$ cat config.mk
export PLATFORM = sky130hd
export DESIGN_NAME = mdio_master_flat
export DESIGN_NICKNAME = d
export VERILOG_FILES = /design/src/rtl/mdio_master_if.sv /design/src/rtl/mdio_master.sv /design/src/flat_wrapper.sv
export SDC_FILE = /design/constraint.sdc
export NUM_CORES = 1
export LEC_CHECK = 0
export ABC_CLOCK_PERIOD_IN_PS = 3950
export BUFFER_PORTS_ARGS = -buffer_cell sky130_fd_sc_hd__buf_2
export CORE_AREA = 4 4 82 84
export DETAILED_ROUTE_END_ITERATION = 12
export DIE_AREA = 0 0 86 88
export GPL_TIMING_DRIVEN = 0
export PLACE_DENSITY = 0.78
export SYNTH_ARGS = -nofsm -noshare
export SYNTH_HDL_FRONTEND = slang
export SYNTH_SLANG_ARGS = --single-unit
$ cat constraint.sdc
create_clock -name clk -period 3.95 [get_ports clk]
set_input_delay 0.395 -clock clk [delete_from_list [all_inputs] [get_ports clk]]
set_output_delay 0.395 -clock clk [all_outputs]
set_load 0.02 [all_outputs]
$ cat src/rtl/mdio_master_if.sv
// Command/response bundle for mdio_master: one command in flight, a single-cycle
// completion pulse and the last read-back word.
interface mdio_master_if;
  logic        cmd_valid;
  logic        cmd_ready;
  logic        cmd_read;
  logic [4:0]  cmd_phy;
  logic [4:0]  cmd_reg;
  logic [15:0] cmd_wdata;
  logic        rsp_valid;
  logic [15:0] rsp_rdata;
  logic        busy;

  // Requester side (the logic issuing management commands).
  modport master (
    output cmd_valid, cmd_read, cmd_phy, cmd_reg, cmd_wdata,
    input  cmd_ready, rsp_valid, rsp_rdata, busy
  );

  // Serialiser side.
  modport slave (
    input  cmd_valid, cmd_read, cmd_phy, cmd_reg, cmd_wdata,
    output cmd_ready, rsp_valid, rsp_rdata, busy
  );
endinterface

$ cat src/rtl/mdio_master.sv
// Clause 22 MDIO master: serialises one read/write frame at a time onto MDC/MDIO,
// with programmable MDC half-period and preamble length.
module mdio_master #(
  parameter int unsigned CLK_DIV      = 4,
  parameter int unsigned PREAMBLE_LEN = 32
) (
  input  logic         clk,
  input  logic         rst,
  mdio_master_if.slave bus,
  output logic         mdc,
  output logic         mdio_o,
  output logic         mdio_oe,
  input  logic         mdio_i
);

  localparam int unsigned     DivW    = $clog2(CLK_DIV);
  localparam logic [DivW-1:0] DivLast = DivW'(CLK_DIV - 1);
  localparam logic [4:0]      PreLast = (PREAMBLE_LEN == 0) ? 5'd0 : 5'(PREAMBLE_LEN - 1);

  typedef enum logic [2:0] {
    StIdle, StPre, StSt, StOp, StPhyad, StRegad, StTa, StData
  } state_e;

  state_e          state_q;
  logic [4:0]      bit_q;
  logic [DivW-1:0] div_q;
  logic            mdc_q;
  logic            mdio_o_q;
  logic            mdio_oe_q;
  logic            rsp_valid_q;
  logic [15:0]     rsp_rdata_q;
  logic [15:0]     shift_q;
  logic            read_q;
  logic [4:0]      phy_q;
  logic [4:0]      reg_q;
  logic [15:0]     wdata_q;

  state_e     nxt_state;
  logic [4:0] nxt_bit;
  logic [4:0] last_bit;
  logic       nxt_o;
  logic       nxt_oe;

  // Field position after the current bit and the value/enable to present for it.
  always_comb begin
    case (state_q)
      StPre:            last_bit = PreLast;
      StPhyad, StRegad: last_bit = 5'd4;
      StData:           last_bit = 5'd15;
      default:          last_bit = 5'd1;
    endcase

    nxt_state = state_q;
    nxt_bit   = bit_q + 5'd1;
    if (bit_q == last_bit) begin
      nxt_bit = '0;
      case (state_q)
        StPre:   nxt_state = StSt;
        StSt:    nxt_state = StOp;
        StOp:    nxt_state = StPhyad;
        StPhyad: nxt_state = StRegad;
        StRegad: nxt_state = StTa;
        StTa:    nxt_state = StData;
        default: nxt_state = StIdle;
      endcase
    end

    // Reads release the line from turnaround onwards; a released line reads as 1.
    nxt_oe = !(read_q && (nxt_state == StTa || nxt_state == StData));
    case (nxt_state)
      StSt:    nxt_o = nxt_bit[0];
      StOp:    nxt_o = read_q ? ~nxt_bit[0] : nxt_bit[0];
      StPhyad: nxt_o = phy_q[3'd4 - nxt_bit[2:0]];
      StRegad: nxt_o = reg_q[3'd4 - nxt_bit[2:0]];
      StTa:    nxt_o = read_q | ~nxt_bit[0];
      StData:  nxt_o = read_q | wdata_q[4'd15 - nxt_bit[3:0]];
      default: nxt_o = 1'b1;
    endcase
  end

  always_ff @(posedge clk) begin
    if (rst) begin
      state_q     <= StIdle;
      bit_q       <= '0;
      div_q       <= '0;
      mdc_q       <= 1'b0;
      mdio_o_q    <= 1'b1;
      mdio_oe_q   <= 1'b0;
      rsp_valid_q <= 1'b0;
      rsp_rdata_q <= '0;
      shift_q     <= '0;
      read_q      <= 1'b0;
      phy_q       <= '0;
      reg_q       <= '0;
      wdata_q     <= '0;
    end else begin
      rsp_valid_q <= 1'b0;
      if (state_q == StIdle) begin
        if (bus.cmd_valid) begin
          read_q    <= bus.cmd_read;
          phy_q     <= bus.cmd_phy;
          reg_q     <= bus.cmd_reg;
          wdata_q   <= bus.cmd_wdata;
          state_q   <= (PREAMBLE_LEN == 0) ? StSt : StPre;
          bit_q     <= '0;
          div_q     <= '0;
          mdc_q     <= 1'b0;
          mdio_o_q  <= (PREAMBLE_LEN != 0);
          mdio_oe_q <= 1'b1;
        end
      end else if (div_q != DivLast) begin
        div_q <= div_q + 1'b1;
      end else begin
        div_q <= '0;
        mdc_q <= ~mdc_q;
        if (!mdc_q) begin
          // Rising MDC edge: the PHY's data bit is sampled here.
          if (state_q == StData) begin
            shift_q <= {shift_q[14:0], mdio_i};
          end
        end else begin
          state_q <= nxt_state;
          bit_q   <= nxt_bit;
          if (nxt_state == StIdle) begin
            rsp_valid_q <= 1'b1;
            mdio_o_q    <= 1'b1;
            mdio_oe_q   <= 1'b0;
            if (read_q) begin
              rsp_rdata_q <= shift_q;
            end
          end else begin
            mdio_o_q  <= nxt_o;
            mdio_oe_q <= nxt_oe;
          end
        end
      end
    end
  end

  assign bus.cmd_ready = (state_q == StIdle) && !rst;
  assign bus.busy      = (state_q != StIdle);
  assign bus.rsp_valid = rsp_valid_q;
  assign bus.rsp_rdata = rsp_rdata_q;
  assign mdc           = mdc_q;
  assign mdio_o        = mdio_o_q;
  assign mdio_oe       = mdio_oe_q;

endmodule

$ cat src/flat_wrapper.sv
// flat-port wrapper written by rule: the top's interface ports become plain ports
module mdio_master_flat 
#(
  parameter int unsigned CLK_DIV      = 4,
  parameter int unsigned PREAMBLE_LEN = 32
)
  (clk, rst, mdc, mdio_o, mdio_oe, mdio_i, bus_cmd_valid, bus_cmd_read, bus_cmd_phy, bus_cmd_reg, bus_cmd_wdata, bus_cmd_ready, bus_rsp_valid, bus_rsp_rdata, bus_busy);
  mdio_master_if bus_i ();
  input  logic clk;
  input  logic rst;
  output logic mdc;
  output logic mdio_o;
  output logic mdio_oe;
  input  logic mdio_i;
  input wire logic [$bits(bus_i.cmd_valid)-1:0] bus_cmd_valid;
  input wire logic [$bits(bus_i.cmd_read)-1:0] bus_cmd_read;
  input wire logic [$bits(bus_i.cmd_phy)-1:0] bus_cmd_phy;
  input wire logic [$bits(bus_i.cmd_reg)-1:0] bus_cmd_reg;
  input wire logic [$bits(bus_i.cmd_wdata)-1:0] bus_cmd_wdata;
  output wire logic [$bits(bus_i.cmd_ready)-1:0] bus_cmd_ready;
  output wire logic [$bits(bus_i.rsp_valid)-1:0] bus_rsp_valid;
  output wire logic [$bits(bus_i.rsp_rdata)-1:0] bus_rsp_rdata;
  output wire logic [$bits(bus_i.busy)-1:0] bus_busy;
  assign bus_i.cmd_valid = bus_cmd_valid;
  assign bus_i.cmd_read = bus_cmd_read;
  assign bus_i.cmd_phy = bus_cmd_phy;
  assign bus_i.cmd_reg = bus_cmd_reg;
  assign bus_i.cmd_wdata = bus_cmd_wdata;
  assign bus_cmd_ready = bus_i.cmd_ready;
  assign bus_rsp_valid = bus_i.rsp_valid;
  assign bus_rsp_rdata = bus_i.rsp_rdata;
  assign bus_busy = bus_i.busy;
  mdio_master #(.CLK_DIV(CLK_DIV), .PREAMBLE_LEN(PREAMBLE_LEN)) u_core (.clk(clk), .rst(rst), .bus(bus_i), .mdc(mdc), .mdio_o(mdio_o), .mdio_oe(mdio_oe), .mdio_i(mdio_i));
endmodule
==> results by group, run 1 <==
Clocking
  – Clock edge transition at the registers on the reported setup and hold paths: ~0.07 ns
  – Number of buffers inserted by post-CTS setup repair: 0
  – Number of H-tree levels: 3
  – Clock tree from TritonCTS: built
  – Number of buffers added to fix hold violations after cts: 0
  – Buffer type at the clock tree root: sky130_fd_sc_hd__clkbuf_8
  – Deepest clock path buffer count: 2
  – Number of sinks on the clock net: 73
  – Post-cts sizing count: 0
  – TritonCTS buffer count: 9
  – Clock network latency to the later pin of the worst-skew pair: ~0.34 ns

Floorplanning
  – Effective utilization at floorplan: a little under three fifths
  – Top Ports: 53
  – Total Die Area: 7570 µm²
  – Row Count: 28
  – Overall die width: approximately 86 µm
  – Core region area: 5920 µm²
  – Floorplan die height: between 80 and 90 µm

Critical path
  – Type of the worst setup path: flop to flop
  – Capture point of the worst path: u_core.mdio_o$_SDFFE_PP1P_
  – Kind of capture point of the worst setup path: flop
  – Crit Reg-Reg Endpoint: u_core.mdio_o$_SDFFE_PP1P_
  – Critical R2R Launch: u_core.bit_q[0]$_SDFFE_PP0P_
  – Worst path arrival time: around 3.9 ns
  – Worst R2R Path Depth: 13
  – Maximum fanout along the worst path: 10
  – Launching element of the worst setup path: u_core.bit_q[0]$_SDFFE_PP0P_
  – Launching element type of the critical path: flop
  – Worst reg2reg setup slack: roughly 0.31 ns
  – Critical path data required time: 4.21 ns

Synthesis
  – Compound-Gate Fraction of Synth Area: between 10 and 15%
  – Sequential cell area fraction in the yosys report: between 40% and 50%
  – Number of library cell types mapped by synthesis: 49
  – Post-synthesis cell area: roughly 3300 µm²
  – Ys Warns: 0
  – Synthesized net count: ~420
  – Number of synthesized flops with an enable pin: 0
  – Post-synth top area share: between 40% and 50%
  – Average cell area after synthesis: roughly 8.5 µm²
  – Share of the synthesized netlist area taken by xor and xnor gates: ~2.1%
  – Gate count after technology mapping: 390
  – Main synth FF type: sky130_fd_sc_hd__dfxtp_1
  – Count of state elements after synthesis: 73
  – Dominant combinational cell family by area after synthesis: simple AND/OR/NAND/NOR gates
  – Share of cell area taken by muxes after synthesis: between 10% and 20%
  – Biggest area contributors in the synthesized netlist: sky130_fd_sc_hd__dfxtp_1, sky130_fd_sc_hd__mux2i_1, sky130_fd_sc_hd__nand2_1
  – Cell type with the highest aggregate area in the netlist: sky130_fd_sc_hd__dfxtp_1
  – Post-synthesis adder-cell area fraction: approximately 1.1%
  – Async SR Flop Fraction: 0%
  – Simple-Gate Fraction of Synth Area: 20.9%

Detailed routing
  – Antenna-violating nets left: 0
  – Number of vias per cell after detailed routing: about 5.5
  – # DRC: 0
  – Total met2 wirelength after detailed routing: about 3400 µm
  – Routed met3 length: ~430 µm
  – WL final: between 7000 and 8000 µm
  – Average wire per standard cell: roughly 14 µm
  – Number of vias after detailed routing: roughly 2900
  – Violation count after the first detailed-routing iteration: roughly 170
  – Uppermost metal layer occupied by signal nets: met4
  – Routed metal-1 wire length: ~3400 µm
  – Detailed-routing iteration count for the pre-antenna-repair pass: 4

Finish
  – Area of combinational cells with multiple inputs: roughly 1700 µm²
  – Share of post-route cells with drive strength above 1: around a fifth
  – Final Non-Filler Cells: 532
  – Layout-stage area growth over the synthesis result: 16.5%
  – Layout net count: between 400 and 500
  – N_diodes: 0
  – Footprint of the flip-flops and latches: 1460 µm²
  – Fill cell instance count of the final layout: around 500

STA
  – Worst-margin pin slew: around 0.74 ns
  – Count of pins over their slew limit: 0
  – RSZ-0062 raised after global routing: no
  – Final hold vios: 0
  – Setup Viol. Count Final: 0
  – Final critical path time including I/O delays and setup: between 3 and 4 ns
  – Portion of the clock cycle consumed by the worst path in the final layout: 92.1%
  – Max-Slew Margin vs Limit: 50.1%
  – Final TNS setup: 0 ns
  – Max Fclk: around 270 MHz
  – Max Clock Skew: approximately 0.0077 ns

Global routing
  – Global-route wire length before repair: 12300 µm
  – Number of global-route vias before repair: approximately 2700
  – Sum of overflow across all layers after global routing: 0
  – Antenna violations before repair: 0
  – Largest net degree at the start of global routing: 13
  – Global routing usage summed across all routing layers: roughly 20%

Place
  – Port Buffer Count: 52
  – Final HPWL from detailed placement: 5260 µm
  – Post-Place Cells: 517
  – Weighted congestion at the end of routability-driven global placement: between 0.8 and 0.9

Pwr
  – Static leakage power: 1.65 nW
  – PwrDens: 379 nW/µm²
  – Post-route total power: about 1.5 mW
  – Worst voltage drop across the vdd grid: between 0.2 and 0.25 mV

Run
  – Max Cap Violations: 0

Outcome
  – Result of the run: finished clean

Hold path
  – Min-delay worst type: primary input to flop
[routing by layer]
layer  GRT usage, %  up-vias
met5              0        -
met4           6.62        0
met3           6.30       16
met2           32.9       78
met1           26.1     1360
li1               -     1465
[worst min path at each step]
| stage | startpoint | end | slack [ns] | depth (start not counted) |
|---|---|---|---|---|
| 2_1_floorplan | u_core.phy_q[1]$_SDFFE_PP0P_ | u_core.phy_q[1]$_SDFFE_PP0P_ | 0.43 | 2 |
| 3_3_place_gp | u_core.wdata_q[13]$_SDFFE_PP0P_ | u_core.wdata_q[13]$_SDFFE_PP0P_ | 0.44 | 2 |
| 3_5_place_dp | u_core.wdata_q[1]$_SDFFE_PP0P_ | u_core.wdata_q[1]$_SDFFE_PP0P_ | 0.45 | 2 |
| 4_1_cts | bus_cmd_wdata[13] | u_core.wdata_q[13]$_SDFFE_PP0P_ | 0.28 | 3 |
| 5_1_grt | bus_cmd_phy[4] | u_core.phy_q[4]$_SDFFE_PP0P_ | 0.27 | 3 |
| 6_report | bus_cmd_reg[4] | u_core.reg_q[4]$_SDFFE_PP0P_ | 0.28 | 3 |
[flip-flops by register name, summed over array words and instances (netlist names), 2 cells and up]
| signal | count |
|---|---|
| u_core.bus.rsp_rdata | 16 |
| u_core.shift_q | 16 |
| u_core.wdata_q | 16 |
| u_core.bit_q | 5 |
| u_core.phy_q | 5 |
| u_core.reg_q | 5 |
| u_core.state_q | 3 |
| u_core.div_q | 2 |
[placed cells by master, fill, tap and decap left out, types with 3 or more instances in the layout]
| cell type | instances |
|---|---|
| sky130_fd_sc_hd__ha_1 | 3 |
| sky130_fd_sc_hd__xor2_1 | 3 |
| sky130_fd_sc_hd__buf_2 | 58 |
| sky130_fd_sc_hd__mux2_2 | 3 |
| sky130_fd_sc_hd__a21oi_1 | 36 |
| sky130_fd_sc_hd__nor2_1 | 53 |
| sky130_fd_sc_hd__and3_1 | 3 |
| sky130_fd_sc_hd__nand4b_1 | 3 |
| sky130_fd_sc_hd__a211oi_1 | 4 |
| sky130_fd_sc_hd__dfxtp_1 | 73 |
| sky130_fd_sc_hd__clkbuf_1 | 19 |
| sky130_fd_sc_hd__nand3_1 | 8 |
| sky130_fd_sc_hd__nor2b_1 | 3 |
| sky130_fd_sc_hd__o21ai_1 | 3 |
| sky130_fd_sc_hd__xnor2_1 | 5 |
| sky130_fd_sc_hd__nor3_1 | 5 |
| sky130_fd_sc_hd__nand2_1 | 72 |
| sky130_fd_sc_hd__buf_4 | 3 |
| sky130_fd_sc_hd__mux2i_1 | 36 |
| sky130_fd_sc_hd__clkbuf_8 | 10 |
| sky130_fd_sc_hd__o21ai_0 | 10 |
[synth_stat cells (all sizes together) (4+ instances only)]
cell,count
xnor2,5
dfxtp,73
nor3,5
nand2,72
mux2i,36
a211oi,4
buf,11
nor2,54
a21oi,37
o21ai,13
clkbuf,19
nand3,9
[kinds of logic (layout without fill, tap and decap cells)]
group | count (synthesis) | after routing
AOI/OAI and AO/OA | 73 | 73
xor gates and xnor gates | 8 | 8
adders and majority gates | 3 | 3
buffers and inverters | 33 | 100
DFF | 73 | 73
muxes | 41 | 41
and+or+nand+nor | 159 | 159
[through the flow]
step	setup slack, ns	utilization (%)	instance area (µm²)	hold WS, ns
3_5_place_dp	0.355	62.0	3670	0.447
4_1_cts	0.334	65.3	3860	0.277
3_3_place_gp	0.427	62.0	3670	0.441
5_1_grt	0.131	65.3	3860	0.272
6_report	0.312	65.3	3860	0.281
2_1_floorplan	0.714	-	3320	0.432
[cell type report]
class	count	area share, %
Buffer	30	3.40
Sequential cell	73	37.8
Multi-Input combinational cell	284	44.3
Clock buffer	10	3.56
Tap cell	75	2.43
Clock inverter	5	1.46
Timing Repair Buffer	52	6.73
Inverter	3	0.291
[worst max-delay path, stage by stage, from the launching register on]
cell and delay (ns):
sky130_fd_sc_hd__dfxtp_1 0.33, sky130_fd_sc_hd__buf_2 0.22, sky130_fd_sc_hd__or3b_2 0.47, sky130_fd_sc_hd__a21oi_2 0.20, sky130_fd_sc_hd__o22ai_2 0.16, sky130_fd_sc_hd__buf_2 0.22
sky130_fd_sc_hd__nand2_1 0.10, sky130_fd_sc_hd__ha_1 0.23, sky130_fd_sc_hd__clkbuf_1 0.21, sky130_fd_sc_hd__or4_1 0.53, sky130_fd_sc_hd__o211ai_1 0.21, sky130_fd_sc_hd__a32oi_1 0.09
sky130_fd_sc_hd__o32a_1 0.38, sky130_fd_sc_hd__a41oi_1 0.21
[power breakdown]
group | internal (mW) | leakage (nW) | switching, mW
Clock | 0.304 | 0.0981 | 0.271
Combinational | 0.0463 | 0.956 | 0.0745
Sequential | 0.757 | 0.593 | 0.0113
Total | 1.11 | 1.65 | 0.357
Power figures use the tool's default switching activity.
==> run 2, diff against run 1 <==
- MAX_ROUTING_LAYER: default -> met4
==> run 2 against run 1 <==
  * Sequential power barely moved
  * Cell count did not move
  * Worst setup slack improved by 0.0096 ns
  * Sequential cell count did not move
  * Clock skew barely moved
==> results by group, run 2 (same netlist as run 1, synthesis figures left out) <==
STA
  – Setup Viol. Count Final: 0 (unchanged)
  – Max-Slew Margin vs Limit: 50.4% (+0.32 points)
  – Final hold vios: 0 (unchanged)
  – Count of pins over their slew limit: 0 (unchanged)
  – RSZ-0062 raised after global routing: no
  – Portion of the clock cycle consumed by the worst path in the final layout: 91.9% (-0.24 points)
  – Final TNS setup: 0 ns (unchanged)
  – Worst-margin pin slew: 0.738 ns (-0.00476 ns)
  – Max Fclk: 276 MHz (+0.26%)
  – Final critical path time including I/O delays and setup: 3.63 ns (-0.00957 ns)
  – Max Clock Skew: 0.00782 ns (+0.000145 ns)

Floorplanning
  – Effective utilization at floorplan: 56.0% (unchanged)
  – Total Die Area: 7570 µm² (unchanged)
  – Floorplan die height: 88 µm (unchanged)
  – Top Ports: 53 (unchanged)
  – Core region area: 5920 µm² (unchanged)
  – Row Count: 28 (unchanged)
  – Overall die width: 86 µm (unchanged)

Detailed routing
  – Antenna-violating nets left: 0 (unchanged)
  – Total met2 wirelength after detailed routing: 3420 µm (+1.2%)
  – Number of vias per cell after detailed routing: 5.47 (-0.24%)
  – Detailed-routing iteration count for the pre-antenna-repair pass: 5 (+1)
  – # DRC: 0 (unchanged)
  – Average wire per standard cell: 13.7 µm (about the same)
  – Violation count after the first detailed-routing iteration: 187 (+12%)
  – Routed met3 length: 399 µm (-6.6%)
  – Routed metal-1 wire length: 3380 µm (-0.30%)
  – WL final: 7310 µm (about the same)
  – Uppermost metal layer occupied by signal nets: met4
  – Number of vias after detailed routing: 2912 (-0.24%)

Global routing
  – Global routing usage summed across all routing layers: 21.0% (+0.60 points)
  – Number of global-route vias before repair: 2694 (+0.11%)
  – Global-route wire length before repair: 12200 µm (about the same)
  – Sum of overflow across all layers after global routing: 0 (unchanged)
  – Largest net degree at the start of global routing: 13 (unchanged)
  – Antenna violations before repair: 0 (unchanged)

Critical path
  – Worst path arrival time: 3.89 ns (about the same)
  – Worst reg2reg setup slack: 0.32 ns (about the same)
  – Kind of capture point of the worst setup path: flop
  – Maximum fanout along the worst path: 10 (unchanged)
  – Type of the worst setup path: flop to flop
  – Critical path data required time: 4.21 ns (about the same)
  – Critical R2R Launch: u_core.bit_q[0]$_SDFFE_PP0P_
  – Launching element of the worst setup path: u_core.bit_q[0]$_SDFFE_PP0P_
  – Launching element type of the critical path: flop

Place
  – Weighted congestion at the end of routability-driven global placement: 0.874 (+1.6%)
  – Final HPWL from detailed placement: 5260 µm (unchanged)
  – Port Buffer Count: 52 (unchanged)

Finish
  – Share of post-route cells with drive strength above 1: 19.7% (unchanged)
  – Layout-stage area growth over the synthesis result: 16.5% (unchanged)
  – Most frequent standard cell in the layout excluding fill and tap cells: sky130_fd_sc_hd__dfxtp_1
  – Fill cell instance count of the final layout: 496 (unchanged)
  – Final core utilization: 65.3% (unchanged)
  – N_diodes: 0 (unchanged)
  – Layout net count: 487 (unchanged)
  – Most frequent cells in the layout: sky130_fd_sc_hd__dfxtp_1, sky130_fd_sc_hd__nand2_1, sky130_fd_sc_hd__buf_2

Outcome
  – Result of the run: finished clean

Clocking
  – Clock network latency to the later pin of the worst-skew pair: 0.34 ns (about the same)
  – Number of buffers inserted by post-CTS setup repair: 0 (unchanged)
  – Clock edge transition at the registers on the reported setup and hold paths: 0.07 ns (about the same)
  – Post-cts sizing count: 0 (unchanged)
  – Clock tree from TritonCTS: built
  – Number of H-tree levels: 3 (unchanged)
  – Number of buffers added to fix hold violations after cts: 0 (unchanged)
  – TritonCTS buffer count: 9 (unchanged)
  – Number of sinks on the clock net: 73 (unchanged)
  – Buffer type at the clock tree root: sky130_fd_sc_hd__clkbuf_8
  – Deepest clock path buffer count: 2 (unchanged)

Hold path
  – Min-delay worst type: primary input to flop
  – Worst hold path startpoint: bus_cmd_reg[4]

Pwr
  – PwrDens: 379 nW/µm² (about the same)
  – Static leakage power: 1.65 nW (unchanged)
  – Worst voltage drop across the vdd grid: 0.234 mV (about the same)

Run
  – Max Cap Violations: 0 (unchanged)
## run 2: cell counts in the layout (fill, tap and decap cells not counted)
Identical to the previous run, type by type.
## run 2: routing by layer
layer	global-route usage (%)	up-vias
li1	-	1465
met1	26.2	1364
met2	32.9	71
met3	4.33	12
met4	9.21	0
met5	-	-
## run 2: through the flow
step	cells	setup WS, ns	area, µm²	hold slack (ns)	total power, mW
floorplan	390	0.714	3320	0.432	0.864
global placement	517	0.427	3670	0.441	0.902
detailed placement	517	0.355	3670	0.447	0.906
CTS	532	0.334	3860	0.277	1.47
global route	532	0.131	3860	0.280	1.52
finish	532	0.322	3860	0.283	1.46
## run 2: critical path: stages (launching register included)
cell                       delay [ns]
sky130_fd_sc_hd__dfxtp_1         0.33
sky130_fd_sc_hd__buf_2           0.21
sky130_fd_sc_hd__or3b_2          0.47
sky130_fd_sc_hd__a21oi_2         0.20
sky130_fd_sc_hd__o22ai_2         0.16
sky130_fd_sc_hd__buf_2           0.23
sky130_fd_sc_hd__nand2_1         0.10
sky130_fd_sc_hd__ha_1            0.23
sky130_fd_sc_hd__clkbuf_1        0.20
sky130_fd_sc_hd__or4_1           0.53
sky130_fd_sc_hd__o211ai_1        0.21
sky130_fd_sc_hd__a32oi_1         0.09
sky130_fd_sc_hd__o32a_1          0.38
sky130_fd_sc_hd__a41oi_1         0.21
## run 2: cell type report
class | count | area, µm² | area share (%)
Clock buffer | 10 | 138 | 3.56
Sequential cell | 73 | 1460 | 37.8
Tap cell | 75 | 93.8 | 2.43
Buffer | 30 | 131 | 3.40
Multi-Input combinational cell | 284 | 1710 | 44.3
Clock inverter | 5 | 56.3 | 1.46
Timing Repair Buffer | 52 | 260 | 6.73
Inverter | 3 | 11.3 | 0.291
## run 2: power breakdown
part	internal, mW	switching, mW	leakage [nW]	total (mW)
Sequential	0.757	0.0112	0.593	0.768
Clock	0.304	0.271	0.0981	0.575
Combinational	0.0463	0.0746	0.956	0.121
## run 2: worst paths after layout
| check | to | cells after the start |
|---|---|---|
| max reg2reg | u_core.mdio_o$_SDFFE_PP1P_ | 13 |
| min | u_core.reg_q[4]$_SDFFE_PP0P_ | 3 |
| min reg2reg | u_core.wdata_q[12]$_SDFFE_PP0P_ | 2 |
| max | u_core.mdio_o$_SDFFE_PP1P_ | 13 |
==> run 3, diff against run 2 <==
- MAX_ROUTING_LAYER: met4 -> default
- SETUP_SLACK_MARGIN: default -> 0.3
==> run 3 against run 2 <==
  * Clock skew fell by 0.0019 ns
  * Die area did not move
  * Design area rose by 1.0%
  * Wire length rose by 0.41%
  * Via count rose by 0.38%
  * Critical path depth did not move
  * Count of clock-buffer cells in the layout did not move
  * Register-to-register slack improved by 0.13 ns
  * Utilization rose by 0.68 points
  * Sequential share of layout area fell by 0.39 points
  * Combinational power barely moved
  * Largest cell class unchanged
==> results by group, run 3 (same netlist as run 1, synthesis figures left out) <==
Outcome
  – Result of the run: finished clean

Place
  – Weighted congestion at the end of routability-driven global placement: 0.861 (-1.6%)
  – Final HPWL from detailed placement: 5260 µm (unchanged)
  – Port Buffer Count: 52 (unchanged)

STA
  – Max-Slew Margin vs Limit: 50.1% (-0.35 points)
  – Max Fclk: 286 MHz (+3.9%)
  – Worst-margin pin slew: 0.743 ns (+0.00521 ns)
  – Portion of the clock cycle consumed by the worst path in the final layout: 88.4% (-3.4 points)
  – Max Clock Skew: 0.00588 ns (-0.00194 ns)
  – Final TNS setup: 0 ns (unchanged)
  – Setup Viol. Count Final: 0 (unchanged)
  – Final critical path time including I/O delays and setup: 3.49 ns (-0.135 ns)
  – Count of pins over their slew limit: 0 (unchanged)
  – Final hold vios: 0 (unchanged)
  – RSZ-0062 raised after global routing: no

Pwr
  – Proportion of power drawn by the clock network: 39.3% (about the same)
  – Worst voltage drop across the vdd grid: 0.234 mV (about the same)
  – Combinational share of power: 8.3% (about the same)
  – Share of total power in sequential cells: 52.5% (about the same)
  – Switching part of the total: 24.4% (about the same)
  – PwrDens: 375 nW/µm² (-1.0%)
  – Power dissipated by switching net loads: 0.357 mW (about the same)
  – Post-route total power: 1.46 mW (about the same)
  – Static leakage power: 1.66 nW (+0.81%)
  – Cell internal power dissipation: 1.11 mW (about the same)

Finish
  – Most frequent standard cell in the layout excluding fill and tap cells: sky130_fd_sc_hd__dfxtp_1
  – Layout-stage area growth over the synthesis result: 17.7%
  – Fill cell instance count of the final layout: 492 (-0.81%)
  – Final core utilization: 66.0% (+0.68 points)
  – Layout net count: 489 (+0.41%)
  – N_diodes: 0 (unchanged)
  – Share of post-route cells with drive strength above 1: 20.5% (+0.79 points)
  – Most frequent cells in the layout: sky130_fd_sc_hd__dfxtp_1, sky130_fd_sc_hd__nand2_1, sky130_fd_sc_hd__buf_2

Global routing
  – Number of global-route vias before repair: 2691 (-0.11%)
  – Largest net degree at the start of global routing: 13 (unchanged)
  – Sum of overflow across all layers after global routing: 0 (unchanged)
  – Global routing usage summed across all routing layers: 20.4% (-0.60 points)
  – Antenna violations before repair: 0 (unchanged)
  – Global-route wire length before repair: 12300 µm (about the same)

Clocking
  – Number of buffers added to fix hold violations after cts: 0 (unchanged)
  – Deepest clock path buffer count: 2 (unchanged)
  – Number of sinks on the clock net: 73 (unchanged)
  – Clock edge transition at the registers on the reported setup and hold paths: 0.07 ns (about the same)
  – Clock network latency to the later pin of the worst-skew pair: 0.34 ns (about the same)
  – Number of H-tree levels: 3 (unchanged)
  – Clock tree from TritonCTS: built
  – Buffer type at the clock tree root: sky130_fd_sc_hd__clkbuf_8
  – TritonCTS buffer count: 9 (unchanged)

Hold path
  – Min-delay worst type: primary input to flop

Critical path
  – Buffer and inverter count on the worst path: 3 (unchanged)
  – Type of the worst setup path: flop to flop
  – Max incr delay on CP: 0.50 ns (-0.03 ns)
  – Worst path arrival time: 3.76 ns (-0.13 ns)
  – Kind of capture point of the worst setup path: flop
  – Maximum fanout along the worst path: 10 (unchanged)
  – Standard cell with the maximum stage delay on the critical path: sky130_fd_sc_hd__or4_1
  – Critical path data required time: 4.22 ns (about the same)
  – Cells along the critical path: buf_4 > or3b_2 > a21oi_4 > o22ai_4 > buf_4 > nand2_1 > ha_1 > buf_2 > or4_1 > o211ai_1 > a32oi_1 > o32a_1 > a41oi_1
  – Most prevalent standard cell on the critical path: sky130_fd_sc_hd__buf_4
  – Launching element type of the critical path: flop
  – Gate family responsible for the most delay along the worst path: compound AO/OA/AOI/OAI gates

Detailed routing
  – Violation count after the first detailed-routing iteration: 182 (-2.7%)
  – # DRC: 0 (unchanged)
  – Average wire per standard cell: 13.7 µm (about the same)
  – Number of vias per cell after detailed routing: 5.47 (about the same)
  – Number of vias after detailed routing: 2923 (+0.38%)
  – Detailed-routing iteration count for the pre-antenna-repair pass: 4 (-1)
  – WL final: 7340 µm (+0.41%)
  – Antenna-violating nets left: 0 (unchanged)

Run
  – Max Cap Violations: 0 (unchanged)

Floorplanning
  – Effective utilization at floorplan: 56.0% (unchanged)
  – Top Ports: 53 (unchanged)
  – Core region area: 5920 µm² (unchanged)
  – Total Die Area: 7570 µm² (unchanged)
  – Overall die width: 86 µm (unchanged)
  – Row Count: 28 (unchanged)
  – Floorplan die height: 88 µm (unchanged)
-- run 3: changes by cell type in the layout (fill, tap and decap cells not counted), sizes merged --
cell	previous run	this run
buf	63	66
clkbuf	29	28
-- run 3: worst paths after layout --
path | endpoint | cells after the start | startpoint | slack [ns]
worst max-delay path | u_core.mdio_o$_SDFFE_PP1P_ | 13 | u_core.bit_q[0]$_SDFFE_PP0P_ | 0.46
worst min-delay path | u_core.reg_q[4]$_SDFFE_PP0P_ | 3 | bus_cmd_reg[4] | 0.28
worst max register to register | u_core.mdio_o$_SDFFE_PP1P_ | 13 | u_core.bit_q[0]$_SDFFE_PP0P_ | 0.46
worst min register to register | u_core.wdata_q[12]$_SDFFE_PP0P_ | 2 | u_core.wdata_q[12]$_SDFFE_PP0P_ | 0.46
-- run 3: power groups by stage --
| stage | sequential, mW | combinational, mW | clock, mW |
|---|---|---|---|
| finish | 0.768 | 0.121 | 0.575 |
| detailed placement | 0.786 | 0.121 | 0 |
| floorplan | 0.783 | 0.0803 | 0 |
| CTS | 0.768 | 0.121 | 0.583 |
| global route | 0.771 | 0.136 | 0.617 |
| global placement | 0.785 | 0.118 | 0 |
-- run 3: final cells by class --
cell class | count | area [µm²] | area share (%)
Inverter | 3 | 11.3 | 0.288
Clock buffer | 10 | 138 | 3.52
Buffer | 30 | 138 | 3.52
Tap cell | 75 | 93.8 | 2.40
Multi-Input combinational cell | 284 | 1730 | 44.3
Clock inverter | 5 | 56.3 | 1.44
Sequential cell | 73 | 1460 | 37.4
Timing Repair Buffer | 54 | 275 | 7.05
-- run 3: routing by layer --
layer	share of wire, %	global-route usage [%]
met5	0	0
met4	1.5	6.62
met3	5.7	6.30
met2	47	32.9
met1	46	26.1
-- run 3: through the flow --
stage	instance area [µm²]	cells	hold slack, ns	setup slack (ns)
final	3910	534	0.283	0.457
after global routing	3910	534	0.272	0.296
after CTS	3860	532	0.277	0.334
after detailed placement	3670	517	0.447	0.355
after global placement	3670	517	0.441	0.427
after floorplan	3320	390	0.432	0.714
-- run 3: worst min-delay path: stages --
cell and delay (ns):
sky130_fd_sc_hd__buf_2 0.09, sky130_fd_sc_hd__nand2_1 0.04, sky130_fd_sc_hd__a21oi_1 0.05
-- run 3: what timing repair did --
| item | in CTS | in global routing |
|---|---|---|
| setup buffers | 0 | 2 |
| endpoints found under the hold margin | 0 | 0 |
| endpoints found under the setup margin | 0 | 1 |
| resized for setup | 0 | 10 |
